`src/rtl/sdram_pkg.sv`:
```
// rtl/sdram_pkg.sv - shared widths and arbiter state encoding for the sdram front end
package sdram_pkg;

    localparam int SDRAM_ADDR_W  = 24;
    localparam int SDRAM_DATA_W  = 16;
    localparam int SDRAM_BURST_W = 9;

    typedef enum logic [1:0] {
        ARB_IDLE = 2'd0,
        ARB_BUSY = 2'd1,
        ARB_GAP  = 2'd2
    } arb_state_e;

endpackage

```
`src/rtl/sdram_arbiter.sv`:
```
// rtl/sdram_arbiter.sv - two-client round-robin arbiter in front of sdram_controller
//
// Ports:
//   clk, res                 sdram_clock and synchronous active-high reset
//   cN_req/wr/addr/burst     client N request (level, held until cN_ack)
//   cN_data_in               client N write data, muxed onto mem_data_in while it owns the bus
//   cN_ack                   client N completion pulse (mem_ack pass-through or watchdog abort)
//   data_out                 controller read data, broadcast to both clients
//   timeout                  sticky per-client watchdog abort flags
//   mem_*                    single request interface to sdram_controller
module sdram_arbiter
    import sdram_pkg::*;
#(
    parameter int TIMEOUT = 4096,
    parameter int CNT_W   = 13
) (
    input  logic                     clk,
    input  logic                     res,
    input  logic                     c0_req,
    input  logic                     c0_wr,
    input  logic [SDRAM_ADDR_W-1:0]  c0_addr,
    input  logic [SDRAM_BURST_W-1:0] c0_burst,
    input  logic [SDRAM_DATA_W-1:0]  c0_data_in,
    output logic                     c0_ack,
    input  logic                     c1_req,
    input  logic                     c1_wr,
    input  logic [SDRAM_ADDR_W-1:0]  c1_addr,
    input  logic [SDRAM_BURST_W-1:0] c1_burst,
    input  logic [SDRAM_DATA_W-1:0]  c1_data_in,
    output logic                     c1_ack,
    output logic [SDRAM_DATA_W-1:0]  data_out,
    output logic [1:0]               timeout,
    output logic                     mem_req,
    output logic                     mem_wr,
    output logic [SDRAM_ADDR_W-1:0]  mem_addr,
    output logic [SDRAM_BURST_W-1:0] mem_burst,
    output logic [SDRAM_DATA_W-1:0]  mem_data_in,
    input  logic [SDRAM_DATA_W-1:0]  mem_data_out,
    input  logic                     mem_ack
);

    localparam logic [CNT_W-1:0] WDOG_LAST = CNT_W'(TIMEOUT - 1);

    arb_state_e               state_q, state_d;
    logic                     owner_q, owner_d;
    logic                     last_q, last_d;
    logic                     mem_req_q, mem_req_d;
    logic                     mem_wr_q, mem_wr_d;
    logic [SDRAM_ADDR_W-1:0]  mem_addr_q, mem_addr_d;
    logic [SDRAM_BURST_W-1:0] mem_burst_q, mem_burst_d;
    logic [1:0]               timeout_q, timeout_d;
    logic [CNT_W-1:0]         wdog_q, wdog_d;
    // Registered ack for a watchdog abort; owner_q is still valid during GAP.
    logic                     to_ack_q, to_ack_d;

    logic                     pick;
    logic                     done_ack;

    always_ff @(posedge clk) begin
        if (res) begin
            state_q     <= ARB_IDLE;
            owner_q     <= 1'b0;
            last_q      <= 1'b1;
            mem_req_q   <= 1'b0;
            mem_wr_q    <= 1'b0;
            mem_addr_q  <= '0;
            mem_burst_q <= '0;
            timeout_q   <= 2'b00;
            wdog_q      <= '0;
            to_ack_q    <= 1'b0;
        end else begin
            state_q     <= state_d;
            owner_q     <= owner_d;
            last_q      <= last_d;
            mem_req_q   <= mem_req_d;
            mem_wr_q    <= mem_wr_d;
            mem_addr_q  <= mem_addr_d;
            mem_burst_q <= mem_burst_d;
            timeout_q   <= timeout_d;
            wdog_q      <= wdog_d;
            to_ack_q    <= to_ack_d;
        end
    end

    // On a tie the port that did not own the bus last time wins.
    always_comb begin
        pick = 1'b0;
        if (c0_req && c1_req) begin
            pick = ~last_q;
        end else if (c1_req) begin
            pick = 1'b1;
        end
    end

    always_comb begin
        state_d     = state_q;
        owner_d     = owner_q;
        last_d      = last_q;
        mem_req_d   = mem_req_q;
        mem_wr_d    = mem_wr_q;
        mem_addr_d  = mem_addr_q;
        mem_burst_d = mem_burst_q;
        timeout_d   = timeout_q;
        wdog_d      = wdog_q;
        to_ack_d    = 1'b0;

        case (state_q)
            ARB_IDLE: begin
                if (c0_req || c1_req) begin
                    owner_d     = pick;
                    mem_wr_d    = pick ? c1_wr    : c0_wr;
                    mem_addr_d  = pick ? c1_addr  : c0_addr;
                    mem_burst_d = pick ? c1_burst : c0_burst;
                    mem_req_d   = 1'b1;
                    wdog_d      = '0;
                    state_d     = ARB_BUSY;
                end
            end
            ARB_BUSY: begin
                wdog_d = wdog_q + CNT_W'(1);
                // A real ack beats a watchdog expiry landing on the same cycle.
                if (mem_ack) begin
                    mem_req_d = 1'b0;
                    last_d    = owner_q;
                    state_d   = ARB_GAP;
                end else if (wdog_q == WDOG_LAST) begin
                    mem_req_d          = 1'b0;
                    timeout_d[owner_q] = 1'b1;
                    to_ack_d           = 1'b1;
                    last_d             = owner_q;
                    state_d            = ARB_GAP;
                end
            end
            ARB_GAP: begin
                // Owner's req is still high here; ignoring it forces req low for a cycle.
                state_d = ARB_IDLE;
            end
            default: begin
                state_d   = ARB_IDLE;
                mem_req_d = 1'b0;
            end
        endcase
    end

    assign done_ack = ((state_q == ARB_BUSY) && mem_ack) || to_ack_q;

    assign c0_ack      = done_ack && !owner_q;
    assign c1_ack      = done_ack &&  owner_q;
    assign mem_data_in = owner_q ? c1_data_in : c0_data_in;
    assign data_out    = mem_data_out;
    assign timeout     = timeout_q;
    assign mem_req     = mem_req_q;
    assign mem_wr      = mem_wr_q;
    assign mem_addr    = mem_addr_q;
    assign mem_burst   = mem_burst_q;

endmodule
```
`config.mk`:
```
export PLATFORM = sky130hd
export DESIGN_NAME = sdram_arbiter
export DESIGN_NICKNAME = d
export VERILOG_FILES = /design/src/rtl/sdram_pkg.sv /design/src/rtl/sdram_arbiter.sv
export SDC_FILE = /design/constraint.sdc
export NUM_CORES = 1
export LEC_CHECK = 0
export BUFFER_PORTS_ARGS = -buffer_cell sky130_fd_sc_hd__buf_4
export CORE_MARGIN = 2
export CORE_UTILIZATION = 45
export DETAILED_ROUTE_END_ITERATION = 6
export PLACE_DENSITY = 0.86
export SYNTH_ARGS = -nofsm -noshare
export SYNTH_HDL_FRONTEND = slang
export SYNTH_SLANG_ARGS = --single-unit
```
`constraint.sdc`:
```
create_clock -name clk -period 3.1 [get_ports clk]
set_clock_uncertainty 0.15 [all_clocks]
set_input_delay 0.155 -clock clk [delete_from_list [all_inputs] [get_ports clk]]
set_output_delay 0.155 -clock clk [all_outputs]
set_load 0.02 [all_outputs]
```
Word-level counts from Yosys, hierarchy flattened
Cells that the tools add are included.
W data, S select, Z words.
{"block": "word_totals", "word_cells": 62, "regBits": 55, "out_inout_bits": 71}
{"block": "op_classes", "bitwise_logic": 5, "n_reduce_logical": 18, "n_addsub": 1, "muxes": 21, "n_eq_ne": 5, "order_cmp": 2}
{"cell": "$pmux W13 S2", "count": 1}
{"cell": "$mux W24", "count": 1}
{"cell": "$mux W16", "count": 1}
{"cell": "$add A13 B1 Y13 const B", "count": 1}
{"cell": "$eq A13 B12 Y1 const B", "count": 1}
{"cell": "$mux W13", "count": 1}
{"cell": "$mux W1", "count": 10}
{"cell": "$mux W9", "count": 1}
{"cell": "$reduce_and A2 Y1", "count": 4}
{"cell": "$mux W2", "count": 3}
{"cell": "$reduce_and A3 Y1", "count": 2}
{"cell": "$logic_and A1 B1 Y1", "count": 5}
{"cell": "$not A1 Y1", "count": 4}
{"cell": "$pmux W2 S2", "count": 1}
{"cell": "$reduce_bool A2 Y1", "count": 2}
{"cell": "$ne A3 B3 Y1 const B", "count": 1}
{"cell": "$pmux W1 S3", "count": 1}
{"cell": "$reduce_or A3 Y1", "count": 1}
{"cell": "$eq A2 B1 Y1 const B", "count": 1}
{"cell": "$eq A2 B2 Y1 const B", "count": 1}
{"cell": "$logic_not A2 Y1", "count": 1}
{"cell": "$logic_or A1 B1 Y1", "count": 2}
{"cell": "$lt A1 B2 Y1 const B", "count": 1}
{"cell": "$ne A2 B2 Y1 const B", "count": 1}
{"cell": "4 further kinds", "count": 4}

Logic depth before layout (Yosys ltp)
Gate-level depths: netlist of run 1.
{"block": "logic_depth", "ltp_word": 5, "ltp_mapped": 6, "mapped_depth_nobuf": 5}

Worst setup path before layout of run 1
Ideal clock, no wire load.
{"block": "synth_path", "path_type": "flip-flop to flip-flop", "startpoint": "register wdog_q[2]", "endpoint": "register wdog_q[11]", "t_arrival_ns": 1.412, "synth_period_minus_slack_ns": 1.633, "slack_ns": 1.467, "path_stages_with_launch": 7, "path_cell_list": "dfxtp_1 > buf_2 > and4_1 > clkbuf_1 > nand2_1 > or3_2 > a21oi_1"}
{"block": "synth_between", "elab_chain_len": 2}
{"item": "start, declared", "line_no": "sdram_arbiter.sv:52", "rtl": "logic [CNT_W-1:0] wdog_q, wdog_d;"}
{"item": "start signal, assigned", "line_no": "sdram_arbiter.sv:80", "rtl": "wdog_q <= wdog_d;"}
{"item": "$add A13 B1 Y13", "line_no": "sdram_arbiter.sv:120", "rtl": "wdog_d = wdog_q + CNT_W'(1);"}
{"item": "$pmux W13 S2", "line_no": "sdram_arbiter.sv:107", "rtl": "case (state_q)"}
No other way between the ends.
A chain may end at the register's enable or synchronous reset.

Worst setup path in the final report of run 1
{"block": "layout_path", "startpoint": "register owner_q", "endpoint": "output port mem_data_in[6]"}
{"block": "layout_between", "elab_chain_len": 1}
{"item": "start, declared", "line_no": "sdram_arbiter.sv:45", "rtl": "logic owner_q, owner_d;"}
{"item": "start signal, assigned", "line_no": "sdram_arbiter.sv:73", "rtl": "owner_q <= owner_d;"}
{"item": "$mux W16", "line_no": "sdram_arbiter.sv:149", "rtl": "assign mem_data_in = owner_q ? c1_data_in : c0_data_in;"}
{"item": "end, declared", "line_no": "sdram_arbiter.sv:37", "rtl": "output logic [SDRAM_DATA_W-1:0] mem_data_in,"}
No other way between the ends.

==> flow_metrics.env, run 1 <==
export IMPL_outcome="finished, final reports clean"
export IMPL_drcViolationCount=0
export IMPL_grt_pass1_wl_um=11800
export IMPL_place_inst=503
export IMPL_finalHoldViolCount=0
export IMPL_cts_tree="done"
export IMPL_drv_cap=0
export IMPL_synth_top_family_by_area="multiplexers"
export IMPL_antenna_cells=0
export IMPL_area_growth_pct=43.1
export IMPL_coreArea_um2=5960
export IMPL_synth_area_um2=2790
export IMPL_hold_depth=3
export IMPL_synth_seq_cells=55
export IMPL_cts_root_buf="clkbuf_8"
export IMPL_synth_xor_area_share_pct=0
export IMPL_die_height_um=82.7
export IMPL_worstSetupStartpointType="flip-flop"
export IMPL_yosys_area_share_simple_pct=14.6
export IMPL_htree_num_levels=2
export IMPL_internal_power_mw=1.22
export IMPL_synth_area_per_cell_um2=9.12
export IMPL_worst_slack_ps=1020
export IMPL_arrival_ps=1780
export IMPL_netlist_area_leader_share_pct=39.5
export IMPL_drt_wirelength_per_cell_um=15.6
export IMPL_start_util_pct=46.8
export IMPL_grt_overflow=0
export IMPL_antenna_left=0
export IMPL_grt_total_usage_pct=22.2
export IMPL_synthArstFlopShare_pct=0
export IMPL_cts_buffer_depth=2
export IMPL_final_period_utilization_pct=67.2
export IMPL_die_area_um2=6850
export IMPL_synth_flop_cell="dfxtp_1"
export IMPL_p_per_area_nw_per_um2=441
export IMPL_antenna_found_initial=0
export IMPL_pin_count=192
export IMPL_grt_max_degree=69
export IMPL_tightest_slew_ps=815
export IMPL_row_count=28
export IMPL_synth_nets=428
export IMPL_vias_per_cell=5.33
export IMPL_slew_headroom_pct=45.6
export IMPL_synth_area_top_cells="dfxtp_1 39%, mux2i_1 13%, a211oi_1 9.7%"
export IMPL_path_max_fanout=21
export IMPL_synthAdderAreaFrac_pct=0.448
export IMPL_syn_instance_count=306
export IMPL_yosys_warnings=0
export IMPL_seq_area_frac_synth_pct=39.5
export IMPL_peakVddDrop_mv=0.312
export IMPL_synth_compound_area_share_pct=17.4
export IMPL_postCtsResizedCells=0
export IMPL_worstHoldStart="mem_ack"
export IMPL_clock_fmax_ghz=0.480
export IMPL_gp_congestion=0.796
export IMPL_grt_pass1_vias=2578
export IMPL_synth_top_area_cell="dfxtp_1"
export IMPL_yosysUniqueCellTypes=42
export IMPL_r2r_slack_ps=1270
export IMPL_tns_ps=0
export IMPL_io_buffers=159
export IMPL_dr_first_iter_drc_count=155
export IMPL_hpwl_um=6050
export IMPL_synth_common_cells="55 x dfxtp_1, 53 x nor2_1, 36 x a211oi_1"
export IMPL_end_kind="output pin"
export IMPL_r2r_end="mem_req$_SDFFE_PP0P_"
export IMPL_path_class="reg2out"
export IMPL_cts_sinks=55
export IMPL_fin_cells=511
export IMPL_fin_nets=557
export IMPL_insertion_delay_ps=310
export IMPL_drv_slew=0
export IMPL_r2r_cells=5
export IMPL_via_count=2723
export IMPL_clkTransAtPathRegs_ps=100
export IMPL_power_frac_seq_pct=45.8
export IMPL_power_frac_clock_pct=23.6
export IMPL_routed_wl_um=7960
export IMPL_drive_gt1_share_pct=44.0
export IMPL_cts_setup_buffers=0
export IMPL_hold_end="state_q[0]$_SDFFE_PP0P_"
export IMPL_min_period_ps=2080
export IMPL_p_comb_share_pct=30.6
export IMPL_post_place_ws_ps=1300
export IMPL_cts_inserted_buffers=5
export IMPL_setup_viol=0
export IMPL_rr_startpoint="wdog_q[0]$_SDFFE_PP0P_"
export IMPL_rsz0062_at_grt="no"
export IMPL_synth_edf_count=0
export IMPL_synth_most_common_cell="dfxtp_1"
export IMPL_drt_pre_antenna_iters=4
export IMPL_synth_mux_area_share_pct=19.4
export IMPL_die_w_um=82.7
export IMPL_cp_required_ps=2790
export IMPL_cts_hold_buffers=0
export IMPL_sw_frac_of_total_pct=30.9
export IMPL_hold_path_class="in2reg"
export IMPL_p_switching_mw=0.544
export IMPL_power_leakage_nw=1.78
## flip-flops by register name, summed over array words and instances (netlist names), 2 cells and up
| name | cells |
|---|---|
| mem_addr | 24 |
| wdog_q | 13 |
| state_q | 2 |
| timeout | 2 |
| mem_burst | 9 |
## metrics by stage
step	utilization [%]	area (um^2)	hold WS, ps	power, mW
after detailed placement	65.4	3900	160	1.36
after floorplan	-	2790	193	1.13
after global placement	65.4	3900	160	1.35
after CTS	67.0	3990	4.45	1.77
after global routing	67.0	3990	24.9	1.85
final	67.0	3990	17.1	1.76
## layer usage
metal	GRT usage, %	up-vias	share of wire [%]	routed length [um]
li1	-	1359	-	-
met1	28.3	1265	41	3280
met2	37.3	88	51	4030
met3	4.46	11	6.5	519
met4	8.20	0	1.6	131
met5	0	-	0	0
## power by group through the flow
stage          clock, mW  sequential (mW)  combinational (mW)
6_report           0.415            0.806               0.537
5_1_grt            0.457            0.815               0.582
4_1_cts            0.426            0.807               0.541
3_5_place_dp           0            0.823               0.540
3_3_place_gp           0            0.821               0.530
2_1_floorplan          0            0.875               0.259
## how the worst max path moves through the flow
stage	startpoint	end	slack, ps	cells after the start
floorplan	wdog_q[2]$_SDFFE_PP0P_	wdog_q[11]$_SDFFE_PP0P_	1470	6
global placement	owner_q$_SDFFE_PP0P_	mem_data_in[6]	1360	2
detailed placement	wdog_q[4]$_SDFFE_PP0P_	wdog_q[12]$_SDFFE_PP0P_	1300	4
CTS	owner_q$_SDFFE_PP0P_	mem_data_in[6]	990	2
global route	owner_q$_SDFFE_PP0P_	mem_data_in[6]	910	2
finish	owner_q$_SDFFE_PP0P_	mem_data_in[6]	1020	2
## placed cells by master (no fill, tap or decap), types with 2 or more instances in the layout
cell      synthesis  routed
nand2_1           8       8
nand3_1           3       3
a22oi_1           2       2
mux2i_1          35      35
nand4_1           2       2
a21oi_1          15      15
o31ai_1           2       2
o211ai_1          4       4
nand4b_1          2       2
nor4_1            2       2
clkbuf_8          0       6
mux2_2           17      17
nor2_1           53      53
dfxtp_1          55      55
a311o_1           2       2
inv_1             3       3
a211oi_1         36      36
or3_1             2       2
buf_4            19     161
a311oi_1          2       2
or3_2             2       2
## critical path, stage by stage (launching register included)
cell,delay [ps]
dfxtp_1,860
mux2_2,440
buf_4,170
## logic make-up (layout without fill, tap and decap cells)
kind of cell,after synthesis,in the layout
adders and majority gates,1,1
muxes,52,52
AOI/OAI and AO/OA,69,69
buffers and inverters,43,173
and+or+nand+nor,86,86
DFF,55,55
## area by class of cell
class	instances	area, um^2
Sequential cell	55	1100
Inverter	3	11.3
Fill cell	521	1960
Timing Repair Buffer	162	1230
Tap cell	75	93.8
Multi-Input combinational cell	208	1460
Clock buffer	7	86.3
Clock inverter	1	8.76
(Power assumes the default switching activity.)
==> run 2, diff against run 1 <==
- CORE_UTILIZATION: 45 -> 42
- PLACE_DENSITY: 0.86 -> 0.81
- clock period: 3.1 -> 2 ns (I/O delays scaled with it)
==> run 2 against run 1 <==
- die area up 6.8%
- register-to-register slack lost 1200 ps
- combinational power increased by 75%
- critical path depth up 3
- design area is 10% higher
- largest power group unchanged
- cell count increased by 7.8%
- first-iteration DRC count is 39% higher
- total power grew 59%
- flip-flop and latch count unchanged
- clock power up 49%
- via count increased by 8.7%
- wire length grew 9.7%
==> flow_metrics.env, run 2 (synthesized netlist as in run 1, its figures left out) <==
export IMPL_path_class="reg2reg"
export IMPL_drcViolationCount=0
export IMPL_grt_total_usage_pct=21.4
export IMPL_gp_congestion=0.788
export IMPL_r2r_slack_ps=50
export IMPL_hold_end="mem_addr[14]$_SDFFE_PP0P_"
export IMPL_coreArea_um2=6390
export IMPL_min_period_ps=1950
export IMPL_final_period_utilization_pct=97.3
export IMPL_cts_sinks=55
export IMPL_insertion_delay_ps=310
export IMPL_tns_ps=0
export IMPL_r2r_end="mem_addr[10]$_SDFFE_PP0P_"
export IMPL_cts_root_buf="clkbuf_8"
export IMPL_hpwl_um=5680
export IMPL_antenna_found_initial=0
export IMPL_clock_fmax_ghz=0.514
export IMPL_drt_pre_antenna_iters=4
export IMPL_hold_path_class="in2reg"
export IMPL_grt_max_degree=70
export IMPL_p_per_area_nw_per_um2=637
export IMPL_register_area_um2=1100
export IMPL_area_growth_pct=57.7
export IMPL_power_leakage_nw=1.96
export IMPL_end_kind="flip-flop"
export IMPL_dr_first_iter_drc_count=215
export IMPL_cts_inserted_buffers=5
export IMPL_cts_buffer_depth=2
export IMPL_die_w_um=85.5
export IMPL_die_height_um=85.5
export IMPL_routed_wl_um=8730
export IMPL_peakVddDrop_mv=0.380
export IMPL_grt_overflow=0
export IMPL_mostFrequentLayoutCell="buf_4"
export IMPL_antenna_cells=0
export IMPL_crit_family="buffers and inverters"
export IMPL_finalHoldViolCount=0
export IMPL_slowest_delay_ps=580
export IMPL_start_util_pct=43.7
export IMPL_cts_tree="done"
export IMPL_cpMaxStageDelayCell="dlygate4sd3_1"
export IMPL_htree_num_levels=2
export IMPL_multi_input_area_um2=1470
export IMPL_die_area_um2=7310
export IMPL_cp_required_ps=2020
export IMPL_row_count=29
export IMPL_drt_wirelength_per_cell_um=15.8
export IMPL_grt_pass1_wl_um=12700
export IMPL_clkTransAtPathRegs_ps=90
export IMPL_rr_startpoint="last_q$_SDFFE_PP1P_"
export IMPL_pin_count=192
export IMPL_drv_cap=0
export IMPL_io_buffers=159
export IMPL_hold_depth=3
export IMPL_cp_buffers_inverters=2
export IMPL_vias_per_cell=5.37
export IMPL_outcome="finished, final reports clean"
export IMPL_via_count=2960
export IMPL_drive_gt1_share_pct=42.0
export IMPL_r2r_cells=5
export IMPL_nFillCells=496
export IMPL_setup_viol=0
export IMPL_most_common_layout_cells="165 x buf_4, 55 x dfxtp_1, 53 x nor2_1"
export IMPL_grt_pass1_vias=2740
export IMPL_path_max_fanout=18
export IMPL_worstHoldStart="c1_addr[14]"
export IMPL_drv_slew=0
export IMPL_largest_reg_flops=24
export IMPL_worstSetupStartpointType="flip-flop"
export IMPL_slew_headroom_pct=49.6
export IMPL_final_util_pct=68.9
export IMPL_antenna_left=0
export IMPL_tightest_slew_ps=751
export IMPL_arrival_ps=1970
export IMPL_crit_chain="a21boi_4 > buf_12 > mux2i_1 > dlygate4sd3_1 > a211oi_1"
export IMPL_fin_nets=596
[run 2: cell count changes in the layout (fill, tap and decap cells not counted), sizes merged]
cell	delta
buf	+5
dlygate4sd3	+33
[run 2: worst max-delay path by stage]
stage                                  from                         to  slack, ps  cells past startpoint
floorplan            wdog_q[2]$_SDFFE_PP0P_    wdog_q[11]$_SDFFE_PP0P_        370                      6
global placement     wdog_q[4]$_SDFFE_PP0P_    wdog_q[12]$_SDFFE_PP0P_        270                      4
detailed placement  state_q[0]$_SDFFE_PP0P_     wdog_q[8]$_SDFFE_PP0P_        160                      4
CTS                     last_q$_SDFFE_PP1P_  mem_addr[23]$_SDFFE_PP0P_        100                      5
global route            last_q$_SDFFE_PP1P_  mem_addr[22]$_SDFFE_PP0P_        -10                      5
finish                  last_q$_SDFFE_PP1P_  mem_addr[10]$_SDFFE_PP0P_         50                      5
[run 2: cell type report]
cell class / instances / area share (%)
clock buffer: 6 / 1.88
clock inverter: 1 / 0.114
inverter: 3 / 0.256
multi-input combinational: 208 / 33.4
sequential: 55 / 25.0
tap: 77 / 2.19
timing repair buffer: 201 / 37.1
[run 2: worst min-delay path, delay by kind of cell]
| kind | cells | cell delay [ps] |
|---|---|---|
| muxes | 1 | 130 |
| AOI/OAI and AO/OA | 1 | 80 |
| buffers and inverters | 1 | 110 |
[run 2: layer usage]
metal,global-route usage (%),vias up,part of all wire (%)
li1,-,1434,-
met1,23.7,1364,37
met2,38.3,130,52
met3,6.83,32,8.1
met4,7.94,0,3.2
met5,0,-,0
[run 2: where the power goes]
group	internal, mW	total, mW	leakage [nW]	switching (mW)
combinational	0.486	0.942	1.46	0.457
sequential	1.19	1.24	0.453	0.0563
clock	0.273	0.617	0.0470	0.344
total	1.94	2.80	1.96	0.857
[run 2: metrics by stage]
stage                     setup WS (ps)  hold slack [ps]  cells  instance area (um^2)  power, mW
after global routing              -10.2             5.32    551                  4400       2.94
after global placement              274             50.1    507                  3930       2.10
after CTS                          98.8             1.83    544                  4320       2.78
after floorplan                     367              138    306                  2790       1.76
after detailed placement            157             50.1    507                  3930       2.12
final                              53.1             1.22    551                  4400       2.80
[run 2: timing repair]
item	in CTS	in global routing
endpoints found under the hold margin	20	2
setup buffers	0	3
resized for setup	0	1
setup endpoints to repair	0	7
hold buffers	30	3
==> run 3, diff against run 2 <==
- CELL_PAD_IN_SITES_DETAIL_PLACEMENT: unset -> 0
- CELL_PAD_IN_SITES_GLOBAL_PLACEMENT: unset -> 1
- CORE_UTILIZATION: 42 -> 29
- GPL_ROUTABILITY_DRIVEN: unset -> 1
- GPL_TIMING_DRIVEN: unset -> 0
- PLACE_DENSITY: 0.81 -> unset
- PLACE_DENSITY_LB_ADDON: unset -> 0.1
==> run 3 against run 2 <==
- total power grew 1.7%
- utilization shrank 17 points
- worst setup slack gained 79 ps
- critical endpoint is now mem_data_in[14]
- largest power group unchanged
- highest routed layer unchanged
==> flow_metrics.env, run 3 (synthesized netlist as in run 1, its figures left out) <==
export IMPL_p_total_mw=2.85
export IMPL_p_per_area_nw_per_um2=596
export IMPL_row_count=35
export IMPL_clock_fmax_ghz=0.535
export IMPL_slowest_delay_ps=400
export IMPL_drt_wirelength_per_cell_um=14.1
export IMPL_pin_count=192
export IMPL_arrival_ps=1620
export IMPL_rsz0062_at_grt="no"
export IMPL_outcome="finished, final reports clean"
export IMPL_cpMaxStageDelayCell="clkbuf_1"
export IMPL_power_leakage_nw=2.15
export IMPL_end_kind="output pin"
export IMPL_insertion_delay_ps=310
export IMPL_drv_cap=0
export IMPL_min_period_ps=1870
export IMPL_crit_chain="clkbuf_1 > mux2_2 > buf_4"
export IMPL_clkTransAtPathRegs_ps=90
export IMPL_cp_buffers_inverters=2
export IMPL_drcViolationCount=0
export IMPL_area_growth_pct=71.4
export IMPL_slew_headroom_pct=49.7
export IMPL_cts_sinks=55
export IMPL_drv_slew=0
export IMPL_routed_wl_um=9320
export IMPL_peakVddDrop_mv=0.300
export IMPL_final_util_pct=51.5
export IMPL_grt_total_usage_pct=17.4
export IMPL_grt_overflow=0
export IMPL_grt_pass1_vias=2994
export IMPL_die_area_um2=10400
export IMPL_hold_path_class="in2reg"
export IMPL_gp_congestion=0.722
export IMPL_final_period_utilization_pct=93.4
export IMPL_path_max_fanout=10
export IMPL_setup_viol=0
export IMPL_die_height_um=102
export IMPL_drive_gt1_share_pct=44.1
export IMPL_die_w_um=102
export IMPL_io_buffers=174
export IMPL_start_util_pct=30.1
export IMPL_grt_pass1_wl_um=14400
export IMPL_worstSetupStartpointType="flip-flop"
export IMPL_cts_root_buf="clkbuf_8"
export IMPL_hpwl_um=6660
export IMPL_dr_first_iter_drc_count=107
export IMPL_drt_pre_antenna_iters=4
export IMPL_coreArea_um2=9280
export IMPL_grt_max_degree=16
export IMPL_fin_nets=652
export IMPL_cts_inserted_buffers=5
export IMPL_via_count=3087
export IMPL_largest_reg_flops=24
export IMPL_path_class="reg2out"
export IMPL_cp_required_ps=1750
export IMPL_htree_num_levels=2
export IMPL_mostFrequentLayoutCell="buf_4"
export IMPL_crit_family="buffers and inverters"
export IMPL_cts_buffer_depth=2
export IMPL_tightest_slew_ps=749
export IMPL_vias_per_cell=4.68
export IMPL_antenna_found_initial=0
export IMPL_antenna_left=0
export IMPL_finalHoldViolCount=0
export IMPL_cts_tree="done"
export IMPL_most_common_layout_cells="195 x buf_4, 55 x dfxtp_1, 53 x nor2_1"
export IMPL_antenna_cells=0
==> run 3: cell count changes in the layout (fill, tap and decap cells not counted), sizes merged <==
cell,delta
clkbuf,+12
dlygate4sd3,+9
buf,+36
==> run 3: per-layer routing <==
layer  track usage (%)  up-vias  share of wire, %
li1                  -     1554                 -
met1              21.6     1433                41
met2              30.7       91                51
met3              3.76        9               5.8
met4              4.62        0               1.2
met5                 0        -                 0
==> run 3: final timing paths <==
path | start | to | slack, ps | depth (start not counted)
setup / recovery | owner_q$_SDFFE_PP0P_ | mem_data_in[14] | 130 | 3
hold / removal | c1_addr[14] | mem_addr[14]$_SDFFE_PP0P_ | 0.1 | 3
setup reg to reg | wdog_q[0]$_SDFFE_PP0P_ | mem_req$_SDFFE_PP0P_ | 140 | 5
hold reg to reg | timeout[1]$_SDFFE_PP0P_ | timeout[1]$_SDFFE_PP0P_ | 330 | 2
==> run 3: area by class of cell <==
cell class | instances | area, um^2
Inverter | 3 | 11.3
Tap cell | 129 | 161
Clock inverter | 1 | 5.00
Clock buffer | 7 | 76.3
Fill cell | 911 | 4500
Multi-Input combinational cell | 208 | 1450
Timing Repair Buffer | 218 | 1740
Buffer | 39 | 233
Sequential cell | 55 | 1100
==> run 3: repair_timing <==
item / in CTS / in global routing
hold buffers: 41 / 1
resized for setup: 1 / 6
pin swaps: 0 / 1
setup buffers: 0 / 2
endpoints found under the hold margin: 26 / 1
endpoints found under the setup margin: 12 / 21
==> run 3: per-stage QoR <==
stage                     instances  TNS (ps)  worst slack, ps  hold slack (ps)  area, um^2
after detailed placement        609      -253            -30.5              248        4260
after global routing            660         0             10.1             2.56        4780
after CTS                       658         0             50.8            0.850        4750
after floorplan                 306         0              367              138        2790
after global placement          609         0             28.2              247        4260
final                           660         0              132            0.115        4780
==> run 3: worst reg2reg max path: stages, from the launching register on <==
cell,delay (ps)
dfxtp_1,390
ha_1,290
nand2_1,110
nor4_1,420
a311o_1,270
a211oi_1,80
==> run 3: report_power, final <==
group | internal, mW | switching [mW]
combinational | 0.517 | 0.493
clock | 0.247 | 0.358
sequential | 1.19 | 0.0490
total | 1.95 | 0.900
